[src/rtl/fb_swap_ctrl.sv]
// rtl/fb_swap_ctrl.sv - frame-buffer swap controller (stats counters enabled by FB_SWAP_STATS_EN)
module fb_swap_ctrl #(
   parameter  int NUM_BUFS        = 2,
   parameter  int MAX_OUTSTANDING = 8,
   localparam int BUF_BITS        = $clog2(NUM_BUFS)
) (
   input  logic                clk,
   input  logic                reset,
   input  logic                prod_awfire,
   input  logic                prod_bfire,
   input  logic                prod_last,
   input  logic                vsync,
   output logic [BUF_BITS-1:0] prod_buf,
   output logic [BUF_BITS-1:0] disp_buf,
   output logic                prod_stall,
   output logic                prod_restart,
   output logic                aw_block,
   output logic                disp_enable,
   output logic                err_underflow,
   output logic [15:0]         drop_cnt,
   output logic [15:0]         repeat_cnt
);

   localparam int CNT_W = $clog2(MAX_OUTSTANDING + 1);

   localparam logic [0:0]          ST_INIT  = 1'b0;
   localparam logic [0:0]          ST_RUN   = 1'b1;
   localparam logic [CNT_W-1:0]    CNT_MAX  = CNT_W'(MAX_OUTSTANDING);
   localparam logic [CNT_W-1:0]    CNT_ONE  = CNT_W'(1);
   localparam logic [BUF_BITS-1:0] DISP_RST = BUF_BITS'(NUM_BUFS - 1);

   logic [0:0]          state_q, state_d;
   logic [BUF_BITS-1:0] prod_buf_q, prod_buf_d;
   logic [BUF_BITS-1:0] disp_buf_q, disp_buf_d;
   logic [BUF_BITS-1:0] pend_buf_q, pend_buf_d;
   logic                pend_valid_q, pend_valid_d;
   logic [CNT_W-1:0]    outstanding_q, outstanding_d;
   logic                last_seen_q, last_seen_d;
   logic                vsync_q, vsync_d;
   logic                prod_stall_q, prod_stall_d;
   logic                prod_restart_q, prod_restart_d;
   logic                disp_enable_q, disp_enable_d;
   logic                err_underflow_q, err_underflow_d;
   logic [2:0]          ign_q, ign_d;
   logic [BUF_BITS-1:0] free_buf;

   logic vfall;
   logic done;
   logic b_ignore;

   assign vfall    = vsync_q & ~vsync;
   assign done     = last_seen_q & (outstanding_q == '0);
   // B responses still in flight from before a reset must not raise the error flag
   assign b_ignore = (ign_q != 3'd0);

   // In-flight write accounting, underflow detection and post-reset B-ignore window
   always_comb begin
      outstanding_d   = outstanding_q;
      err_underflow_d = err_underflow_q;
      ign_d           = (ign_q != 3'd0) ? ign_q - 3'd1 : ign_q;
      vsync_d         = vsync;
      if (prod_awfire && !prod_bfire) begin
         if (outstanding_q != CNT_MAX) outstanding_d = outstanding_q + CNT_ONE;
      end else if (prod_bfire && !prod_awfire) begin
         if (outstanding_q != '0)  outstanding_d   = outstanding_q - CNT_ONE;
         else if (!b_ignore)       err_underflow_d = 1'b1;
      end
   end

   // Lowest-numbered buffer that is neither shown nor being written
   always_comb begin
      free_buf = '0;
      for (int i = NUM_BUFS - 1; i >= 0; i--) begin
         if ((BUF_BITS'(i) != disp_buf_q) && (BUF_BITS'(i) != prod_buf_q)) free_buf = BUF_BITS'(i);
      end
   end

   // Frame completion tracking and buffer rotation
   always_comb begin
      state_d        = state_q;
      prod_buf_d     = prod_buf_q;
      disp_buf_d     = disp_buf_q;
      pend_buf_d     = pend_buf_q;
      pend_valid_d   = pend_valid_q;
      prod_stall_d   = prod_stall_q;
      prod_restart_d = 1'b0;
      disp_enable_d  = disp_enable_q;
      last_seen_d    = last_seen_q;
      if (done)      last_seen_d = 1'b0;
      if (prod_last) last_seen_d = 1'b1;

      if (state_q == ST_INIT) begin
         // first frame goes straight to the display, no vsync alignment needed
         if (done) begin
            disp_buf_d     = prod_buf_q;
            prod_buf_d     = disp_buf_q;
            prod_restart_d = 1'b1;
            disp_enable_d  = 1'b1;
            state_d        = ST_RUN;
         end
      end else if (NUM_BUFS == 2) begin
         // double buffering: producer waits for the display to release its buffer
         if (vfall && pend_valid_q) begin
            disp_buf_d     = prod_buf_q;
            prod_buf_d     = disp_buf_q;
            pend_valid_d   = 1'b0;
            prod_stall_d   = 1'b0;
            prod_restart_d = 1'b1;
         end
         if (done) begin
            pend_valid_d = 1'b1;
            prod_stall_d = 1'b1;
         end
      end else begin
         // triple/quad buffering: producer never waits, stale pending frames are dropped
         if (vfall && pend_valid_q && done) begin
            disp_buf_d     = pend_buf_q;
            pend_buf_d     = prod_buf_q;
            prod_buf_d     = disp_buf_q;
            prod_restart_d = 1'b1;
         end else if (done) begin
            pend_buf_d     = prod_buf_q;
            pend_valid_d   = 1'b1;
            prod_restart_d = 1'b1;
            prod_buf_d     = pend_valid_q ? pend_buf_q : free_buf;
         end else if (vfall && pend_valid_q) begin
            disp_buf_d   = pend_buf_q;
            pend_valid_d = 1'b0;
         end
      end
   end

   // State registers
   always_ff @(posedge clk) begin
      if (reset) begin
         state_q         <= ST_INIT;
         prod_buf_q      <= '0;
         disp_buf_q      <= DISP_RST;
         pend_buf_q      <= '0;
         pend_valid_q    <= 1'b0;
         outstanding_q   <= '0;
         last_seen_q     <= 1'b0;
         vsync_q         <= 1'b1;
         prod_stall_q    <= 1'b0;
         prod_restart_q  <= 1'b0;
         disp_enable_q   <= 1'b0;
         err_underflow_q <= 1'b0;
         ign_q           <= 3'd4;
      end else begin
         state_q         <= state_d;
         prod_buf_q      <= prod_buf_d;
         disp_buf_q      <= disp_buf_d;
         pend_buf_q      <= pend_buf_d;
         pend_valid_q    <= pend_valid_d;
         outstanding_q   <= outstanding_d;
         last_seen_q     <= last_seen_d;
         vsync_q         <= vsync_d;
         prod_stall_q    <= prod_stall_d;
         prod_restart_q  <= prod_restart_d;
         disp_enable_q   <= disp_enable_d;
         err_underflow_q <= err_underflow_d;
         ign_q           <= ign_d;
      end
   end

`ifdef FB_SWAP_STATS_EN
   logic [15:0] drop_cnt_q, drop_cnt_d;
   logic [15:0] repeat_cnt_q, repeat_cnt_d;
   logic        drop_inc;
   logic        repeat_inc;

   assign repeat_inc = (state_q == ST_RUN) & vfall & ~pend_valid_q;
   assign drop_inc   = (NUM_BUFS > 2) & (state_q == ST_RUN) & done & pend_valid_q & ~vfall;

   // Saturating statistics counters
   always_comb begin
      drop_cnt_d   = drop_cnt_q;
      repeat_cnt_d = repeat_cnt_q;
      if (drop_inc && (drop_cnt_q != 16'hFFFF))     drop_cnt_d   = drop_cnt_q + 16'd1;
      if (repeat_inc && (repeat_cnt_q != 16'hFFFF)) repeat_cnt_d = repeat_cnt_q + 16'd1;
   end

   // Statistics registers
   always_ff @(posedge clk) begin
      if (reset) begin
         drop_cnt_q   <= 16'd0;
         repeat_cnt_q <= 16'd0;
      end else begin
         drop_cnt_q   <= drop_cnt_d;
         repeat_cnt_q <= repeat_cnt_d;
      end
   end

   assign drop_cnt   = drop_cnt_q;
   assign repeat_cnt = repeat_cnt_q;
`else
   assign drop_cnt   = 16'd0;
   assign repeat_cnt = 16'd0;
`endif

   assign prod_buf      = prod_buf_q;
   assign disp_buf      = disp_buf_q;
   assign prod_stall    = prod_stall_q;
   assign prod_restart  = prod_restart_q;
   assign aw_block      = (outstanding_q == CNT_MAX);
   assign disp_enable   = disp_enable_q;
   assign err_underflow = err_underflow_q;

endmodule

[config.mk]
export PLATFORM = sky130hd
export DESIGN_NAME = fb_swap_ctrl
export DESIGN_NICKNAME = d
export VERILOG_FILES = /design/src/rtl/fb_swap_ctrl.sv
export SDC_FILE = /design/constraint.sdc
export NUM_CORES = 1
export LEC_CHECK = 0
export BUFFER_PORTS_ARGS = -buffer_cell sky130_fd_sc_hd__buf_2
export CAP_MARGIN = 10
export CORE_MARGIN = 5
export CORE_UTILIZATION = 47
export DETAILED_ROUTE_END_ITERATION = 7
export PLACE_DENSITY = 0.91
export SKIP_CTS_REPAIR_TIMING = 1
export SLEW_MARGIN = 20
export SYNTH_ARGS = -nofsm -noshare
export SYNTH_HDL_FRONTEND = slang
export SYNTH_SLANG_ARGS = --single-unit
[constraint.sdc]
create_clock -name clk -period 3.5 [get_ports clk]
set_clock_uncertainty 0.15 [all_clocks]
set_input_delay 0.525 -clock clk [delete_from_list [all_inputs] [get_ports clk]]
set_output_delay 0.525 -clock clk [all_outputs]
set_load 0.01 [all_outputs]
======== Word-level counts from Yosys, hierarchy flattened ========
Cells that the tools add are included.
operators by class
  $add $sub $neg .......................... 3
  multiply operators ...................... 0
  div/mod/pow operators ................... 0
  magnitude comparators ................... 0
  eq/ne operators ......................... 4
  shift-type cells ........................ 0
  mux-type cells .......................... 18
  bitwise logic cells ..................... 7
  reductions and logical operators ........ 18
operator list
  kind                                                   count
  2-to-1 mux 4 bit                                       4
  2-to-1 mux 1 bit                                       14
  nonzero test 2 bit                                     5
  AND reduction 2 bit                                    3
  NOT 1 bit                                              5
  adder 4 x 1 -> 4 bit, second input constant            1
  == test 4 bit, second input constant                   1
  zero test 4 bit                                        1
  inequality test 2 x 1 -> 1 bit, second input constant  2
  inequality test 4 bit, second input constant           1
  AND reduction 4 bit                                    1
  nonzero test 4 bit                                     1
  subtractor 4 x 1 -> 4 bit, second input constant       1
  logical AND 1 bit                                      3
  AND reduction 3 bit                                    1
  nonzero test 3 bit                                     1
  subtractor 3 x 1 -> 3 bit, second input constant       1
  AND 1 bit                                              2
  zero test 1 bit                                        2
storage, ports and cells
  flip-flop bits (word level) ............. 16
  bits in latches ......................... 0
  memory bits (writable) .................. 0
  memory bits (read-only) ................. 0
  input bits .............................. 6
  output and inout bits ................... 39
  logic and storage cells ................. 61
  memories ................................ 0

======== Longest topological paths before layout ========
Gate-level depths: netlist of run 1.
  word-level depth ........................ 5
  gate-level depth with buffers ........... 8
  depth with buffers taken out ............ 8

======== Worst setup path before layout of run 1 ========
No wires, ideal clock.
  kind .................................... input to register
  start point ............................. input prod_bfire
  end point ............................... register outstanding_q[3]
  arrival time ............................ 1734 ps
  data required time ...................... 3218 ps
  setup slack ............................. 1483 ps
  cell stages on the path ................. 8
  cells stage by stage .................... inv_1 -> ha_1 -> inv_1 -> ha_1 -> a21oi_1 -> a211oi_1 -> o21ai_0 -> o311ai_1
on the way
  word-level cells in the longest chain between the ends .. 4
  elaborated cells on any way between the ends .. 8
  those cells by class .................... eq/ne (1); mux (1); reduce/logical (6)
RTL lines
  what                                                                                   RTL line  text
  start, declared                                                                        10        input logic prod_bfire,
  zero test 1 bit                                                                        62        if (prod_awfire && !prod_bfire) begin
  logical AND 1 bit                                                                      62
  inequality test 2 x 1 -> 1 bit (no source line) or nonzero test 2 bit (tied branches)  --
  AND reduction 3 bit (no source line)                                                   --
  end signal, assigned                                                                   155       outstanding_q <= outstanding_d;
  end, declared                                                                          37        logic [CNT_W-1:0] outstanding_q, outstanding_d;
Parallel ways exist; a longest one is shown, timed or not.
A chain may end at the register's enable or synchronous reset.

======== Worst setup path after layout of run 1 ========
Ends and elaborated chain as after synthesis.

==> run_results.csv, run 1 <==
group,metric,value,unit
place,hpwl,1400,µm
place,pre_cts_ws,1.16,ns
drt,drtIter0Drc,14,
setup_path,path_cells,"buf_2 -> inv_1 -> ha_1 -> inv_1 -> ha_1 -> a21oi_1 -> a211oi_1 -> o21ai_0 -> o311ai_1",
setup_path,slowest_delay,0.35,ns
logic_synthesis,synthCells,119,
pwr,ir_worst_vdd,0.265,mV
worst_hold_path,holdCritPathClass,"in -> reg",
setup_path,reg2reg_depth,4,
die,dieArea,0.00324,mm²
setup_path,critical_path_class,"in -> reg",
logic_synthesis,synth_cell_types,33,
drt,dr.pass1.iters,4,
sta,setup_viol,0,
finish,nFillCells,207,
drt,drc_errors,0,
die,rows,17,
place,io_buffer_count,12,
finish,drive_gt1_share,14.5,%
die,die_w,56.9,µm
global_routing,grt_max_degree,22,
setup_path,reg2reg_slack,1.80,ns
setup_path,r2r_end,"prod_buf$_SDFFE_PP0P_",
run_status,status,"finished, final reports clean",
worst_hold_path,holdPathStages,2,
clocking,cts_root_buf,"clkbuf_4",
setup_path,r2r-start,"outstanding_q[1]$_SDFFE_PP0P_",
worst_hold_path,hold_end,"vsync_q$_SDFF_PP1_",
logic_synthesis,synth_commonest_cells,"buf_4, dfxtp_1, nor2_1",
die,core,0.00215,mm²
logic_synthesis,synth_top_area_cell,"dfxtp_1",
sta,fin_crit,2.10,ns
die,ios,45,
logic_synthesis,synth_edf_count,0,
logic_synthesis,synthFlopType,"dfxtp_1",
setup_path,crit_required,3.51,ns
finish,area_growth,-1.33,%
setup_path,worstSetupStartpointType,"input pin",
setup_path,cp_max_fo,5,
logic_synthesis,syn_area_per_cell,8.70,µm²
sta,fmax,477,MHz
global_routing,grt_usage,10.3,%
clocking,clk_path_buf_depth,2,
worst_hold_path,worstHoldStart,"vsync",
setup_path,worstSetupStartpoint,"prod_bfire",
die,initial_core_util,48.2,%
global_routing,grt_pass1_vias,634,
clocking,numCtsBuffers,3,
pwr,combPwrFrac,46.7,%
sta,maxSlewHeadroom,62.4,%
drt,ant_nets,0,
finish,antenna_cells,0,
pwr,clkPwrFrac,12.7,%
sta,timing.final.crit_share,59.9,%
drt,route.vias.total,716,
pwr,p_int,431,µW
logic_synthesis,yosys-top-cells-area,"dfxtp_1, buf_4, ha_1, nor2_1, a21oi_1",
place,place_inst,156,
sta,tightest_slew,0.559,ns
finish,stdcell_count,159,
die,fp.dieH,56.9,µm
pwr,total_leakage_power,0.000479,µW
logic_synthesis,syn_area,0.00103,mm²
sta,finalMaxSlewViolations,0,
pwr,p_seq_share,40.6,%
sta,rsz0062_at_grt,"false",
global_routing,grt_first_pass_wirelength,2630,µm
clocking,cts_tree,"done",
drt,routedWlPerCell,10.7,µm
logic_synthesis,synth_warnings,0,
clocking,cts_htree_levels,1,
pwr,p_per_area,718,mW/mm²
pwr,sw_frac_of_total,41.2,%
drt,via_per_inst,4.50,
setup_path,crit_path_end_kind,"flop",
setup_path,critPathBufInv,3,
sta,hold_viol_final,0,
clocking,cts.clk_slew.worst_paths,0.09,ns
logic_synthesis,synth_top_area_share,31.0,%
setup_path,critPathArrivalTime,2.11,ns
logic_synthesis,seq_area_frac_synth,31.0,%
setup_path,path_delay_family,"compound AO/OA/AOI/OAI gates",
global_routing,antenna_found_initial,0,
place,routabilityCongestion,0.858,
logic_synthesis,yosys.cell_count.top_type,"buf_4",
clocking,cts.sinks,16,
sta,fin_ws,1.40,ns
clocking,clk_latency,0.28,ns
logic_synthesis,synthArstFlopShare,0,%
setup_path,crit_path_top_delay_cell,"ha_1",
finish,nNetsFinal,146,
global_routing,grt.overflow.total,0,
drt,routed_wirelength,1710,µm
sta,fin_setup_tns,0,ns
run,cap_violations,0,
logic_synthesis,ys_seq_elements,16,
pwr,power.switching,302,µW
==> per-layer routing <==
| metal | part of all wire, % | vias to the layer above | global-route usage [%] |
|---|---|---|---|
| met2 | 57 | 20 | 19.6 |
| met1 | 35 | 335 | 10.4 |
| met5 | 0 | - | 0 |
| li1 | - | 357 | - |
| met4 | 1.2 | 0 | 4.97 |
| met3 | 6.8 | 4 | 2.30 |
==> layout make-up <==
class | count | area (µm²) | share of cell area (%)
Inverter | 7 | 26.3 | 2.57
Multi-Input combinational cell | 93 | 557 | 54.5
Timing Repair Buffer | 12 | 60.1 | 5.88
Clock buffer | 3 | 22.5 | 2.21
Sequential cell | 16 | 320 | 31.4
Tap cell | 28 | 35.0 | 3.43
==> how the worst max path moves through the flow <==
stage	cells past startpoint	endpoint	slack, ns
CTS	9	outstanding_q[3]$_SDFFE_PP0P_	1.46
detailed placement	9	outstanding_q[3]$_SDFFE_PP0P_	1.16
global route	9	outstanding_q[3]$_SDFFE_PP0P_	1.34
floorplan	8	outstanding_q[3]$_SDFFE_PP0P_	1.48
finish	9	outstanding_q[3]$_SDFFE_PP0P_	1.40
global placement	9	outstanding_q[3]$_SDFFE_PP0P_	1.31
==> logic make-up after synthesis <==
logic type	after synthesis	share of synthesized area [%]
buf+inv	41	26.5
simple gates	32	16.1
compound gates	18	13.4
flops	16	31.0
fa+ha+maj	7	9.19
xor+xnor	3	2.54
other cells	1	0.362
mux	1	0.967
==> power groups by stage <==
| stage | clock network [µW] | registers (µW) | logic (µW) |
|---|---|---|---|
| global placement | 0 | 296 | 322 |
| detailed placement | 0 | 302 | 342 |
| floorplan | 0 | 296 | 294 |
| finish | 92.9 | 298 | 342 |
| CTS | 95.7 | 297 | 344 |
| global route | 104 | 305 | 384 |
==> cell usage in the layout (no fill, tap or decap), types with 2 or more instances in the layout <==
| master | count |
|---|---|
| nand2_1 | 2 |
| nand2b_1 | 3 |
| a211oi_1 | 4 |
| a21oi_1 | 7 |
| clkbuf_4 | 3 |
| xnor2_1 | 3 |
| conb_1 | 32 |
| dfxtp_1 | 16 |
| inv_1 | 7 |
| buf_2 | 12 |
| ha_1 | 6 |
| nor2_1 | 13 |
| nor3_1 | 4 |
==> through the flow <==
step                hold WS, ns  utilization [%]  total power [µW]  instance area (µm²)
finish                    0.290             47.5               733                 1020
detailed placement        0.304             46.5               644                  998
CTS                       0.281             47.5               736                 1020
floorplan                 0.281                -               590                 1150
global route              0.281             47.5               793                 1020
global placement          0.296             46.5               618                  998
==> registers in the layout (all words and copies together), names as in the netlist <==
| signal | count |
|---|---|
| disp_buf | 1 |
| disp_enable | 1 |
| err_underflow | 1 |
| ign_q | 3 |
| last_seen_q | 1 |
| outstanding_q | 4 |
| prod_buf | 1 |
| prod_restart | 1 |
| prod_stall | 1 |
| state_q | 1 |
| vsync_q | 1 |
No activity file was read; power rests on OpenSTA's default activity.
==> run 2, diff against run 1 <==
CORE_UTILIZATION = 46   (was 47)
PLACE_DENSITY = 0.9   (was 0.91)
clock period = 2 ns   (was 3.5 ns; I/O delays follow)
==> run_results.csv, run 2 (synthesized netlist as in run 1, its figures left out) <==
group,metric,value,unit
place,io_buffer_count,12,
setup_path,reg2reg_slack,0.29,ns
sta,finalMaxSlewViolations,0,
clocking,cts_tree,"done",
clocking,clk_latency,0.29,ns
finish,antenna_cells,0,
die,dieArea,0.00330,mm²
die,fp.dieH,57.4,µm
setup_path,critical_path_class,"reg -> out",
pwr,p_per_area,1280,mW/mm²
clocking,cts.sinks,16,
clocking,cts.clk_slew.worst_paths,0.09,ns
sta,maxSlewHeadroom,64.4,%
die,ios,45,
pwr,ir_worst_vdd,0.565,mV
setup_path,cp_max_fo,6,
drt,dr.pass1.iters,3,
drt,route.vias.total,717,
setup_path,crit_path_end_kind,"output port",
die,die_w,57.4,µm
clocking,clk_path_buf_depth,2,
clocking,cts_htree_levels,1,
run_status,status,"finished, final reports clean",
global_routing,grt_max_degree,22,
finish,top_regs,"outstanding_q x4, ign_q x3",
drt,via_per_inst,4.45,
setup_path,r2r-start,"outstanding_q[2]$_SDFFE_PP0P_",
finish,area_growth,0.726,%
sta,fmax,559,MHz
worst_hold_path,hold_end,"vsync_q$_SDFF_PP1_",
sta,hold_viol_final,0,
clocking,numCtsBuffers,3,
die,rows,17,
finish,top_register,"outstanding_q",
finish,nNetsFinal,147,
finish,final_cell_mix,"conb_1, dfxtp_1, nor2_1, buf_2",
sta,tightest_slew,0.529,ns
finish,final_common_cell,"conb_1",
die,initial_core_util,47.7,%
die,core,0.00217,mm²
setup_path,r2r_end,"outstanding_q[3]$_SDFFE_PP0P_",
drt,routedWlPerCell,10.5,µm
sta,setup_viol,0,
finish,largest_register_ffs,4,
setup_path,critPathArrivalTime,1.34,ns
worst_hold_path,holdPathStages,2,
global_routing,grt_pass1_vias,653,
place,hpwl,1400,µm
drt,routed_wirelength,1690,µm
drt,drc_errors,0,
pwr,total_leakage_power,0.000491,µW
sta,fin_crit,1.79,ns
place,routabilityCongestion,0.818,
worst_hold_path,worstHoldStart,"vsync",
place,place_inst,157,
place,pre_cts_ws,-0.0231,ns
setup_path,reg2reg_depth,5,
drt,drtIter0Drc,9,
global_routing,antenna_found_initial,0,
finish,stdcell_count,161,
setup_path,worstSetupStartpoint,"outstanding_q[1]$_SDFFE_PP0P_",
setup_path,worstSetupStartpointType,"flop",
clocking,cts_root_buf,"clkbuf_4",
global_routing,grt.overflow.total,0,
sta,rsz0062_at_grt,"false",
global_routing,grt_first_pass_wirelength,2660,µm
run,cap_violations,0,
finish,nFillCells,216,
finish,drive_gt1_share,15.8,%
setup_path,crit_required,1.55,ns
global_routing,grt_usage,10.3,%
pwr,power.total,1330,µW
drt,ant_nets,0,
sta,timing.final.crit_share,89.4,%
sta,fin_ws,0.211,ns
worst_hold_path,holdCritPathClass,"in -> reg",
run 2: changes by cell type in the layout (fill, tap and decap cells not counted), sizes merged:
| cell | delta |
|---|---|
| buf | +1 |
| clkbuf | +1 |
run 2: critical path, stage by stage, from the launching register on:
cell and delay [ns]:
dfxtp_1 0.38, nor3_1 0.37, and2_1 0.17, buf_2 0.12
run 2: worst max path at each step:
stage / endpoint / slack, ns / cells after the start
4_1_cts: aw_block / 0.20 / 3
3_3_place_gp: outstanding_q[3]$_SDFFE_PP0P_ / 0.11 / 9
5_1_grt: aw_block / 0.08 / 3
6_report: aw_block / 0.21 / 3
2_1_floorplan: outstanding_q[3]$_SDFFE_PP0P_ / 0.21 / 8
3_5_place_dp: outstanding_q[3]$_SDFFE_PP0P_ / -0.02 / 8
run 2: routing by layer:
metal / wire, µm / vias to the layer above / track usage, %
met2: 826 / 32 / 17.6
met4: 32 / 0 / 5.96
met5: 0 / - / 0
li1: - / 361 / -
met3: 197 / 5 / 2.26
met1: 638 / 319 / 11.7
run 2: per-stage QoR:
step | cell area, µm² | setup TNS [ns] | hold slack, ns | util (%)
final | 1040 | 0 | 0.0628 | 48.0
after global routing | 1040 | 0 | 0.0495 | 48.0
after CTS | 1040 | 0 | 0.0569 | 48.0
after detailed placement | 1010 | -0.0231 | 0.303 | 46.4
after global placement | 1010 | 0 | 0.295 | 46.4
after floorplan | 1150 | 0 | 0.257 | -
run 2: cell type report:
type	instances	area (µm²)	area share (%)
Clock buffer	4	36.3	3.48
Inverter	7	26.3	2.52
Multi-Input combinational cell	93	557	53.4
Sequential cell	16	320	30.7
Tap cell	28	35.0	3.36
Timing Repair Buffer	13	67.6	6.48
run 2: report_power, final:
group          internal (µW)  switching [µW]  leakage (µW)  total, µW
Sequential               420             102      0.000132        521
Combinational            265             331      0.000338        596
Clock                    111             102     0.0000210        214
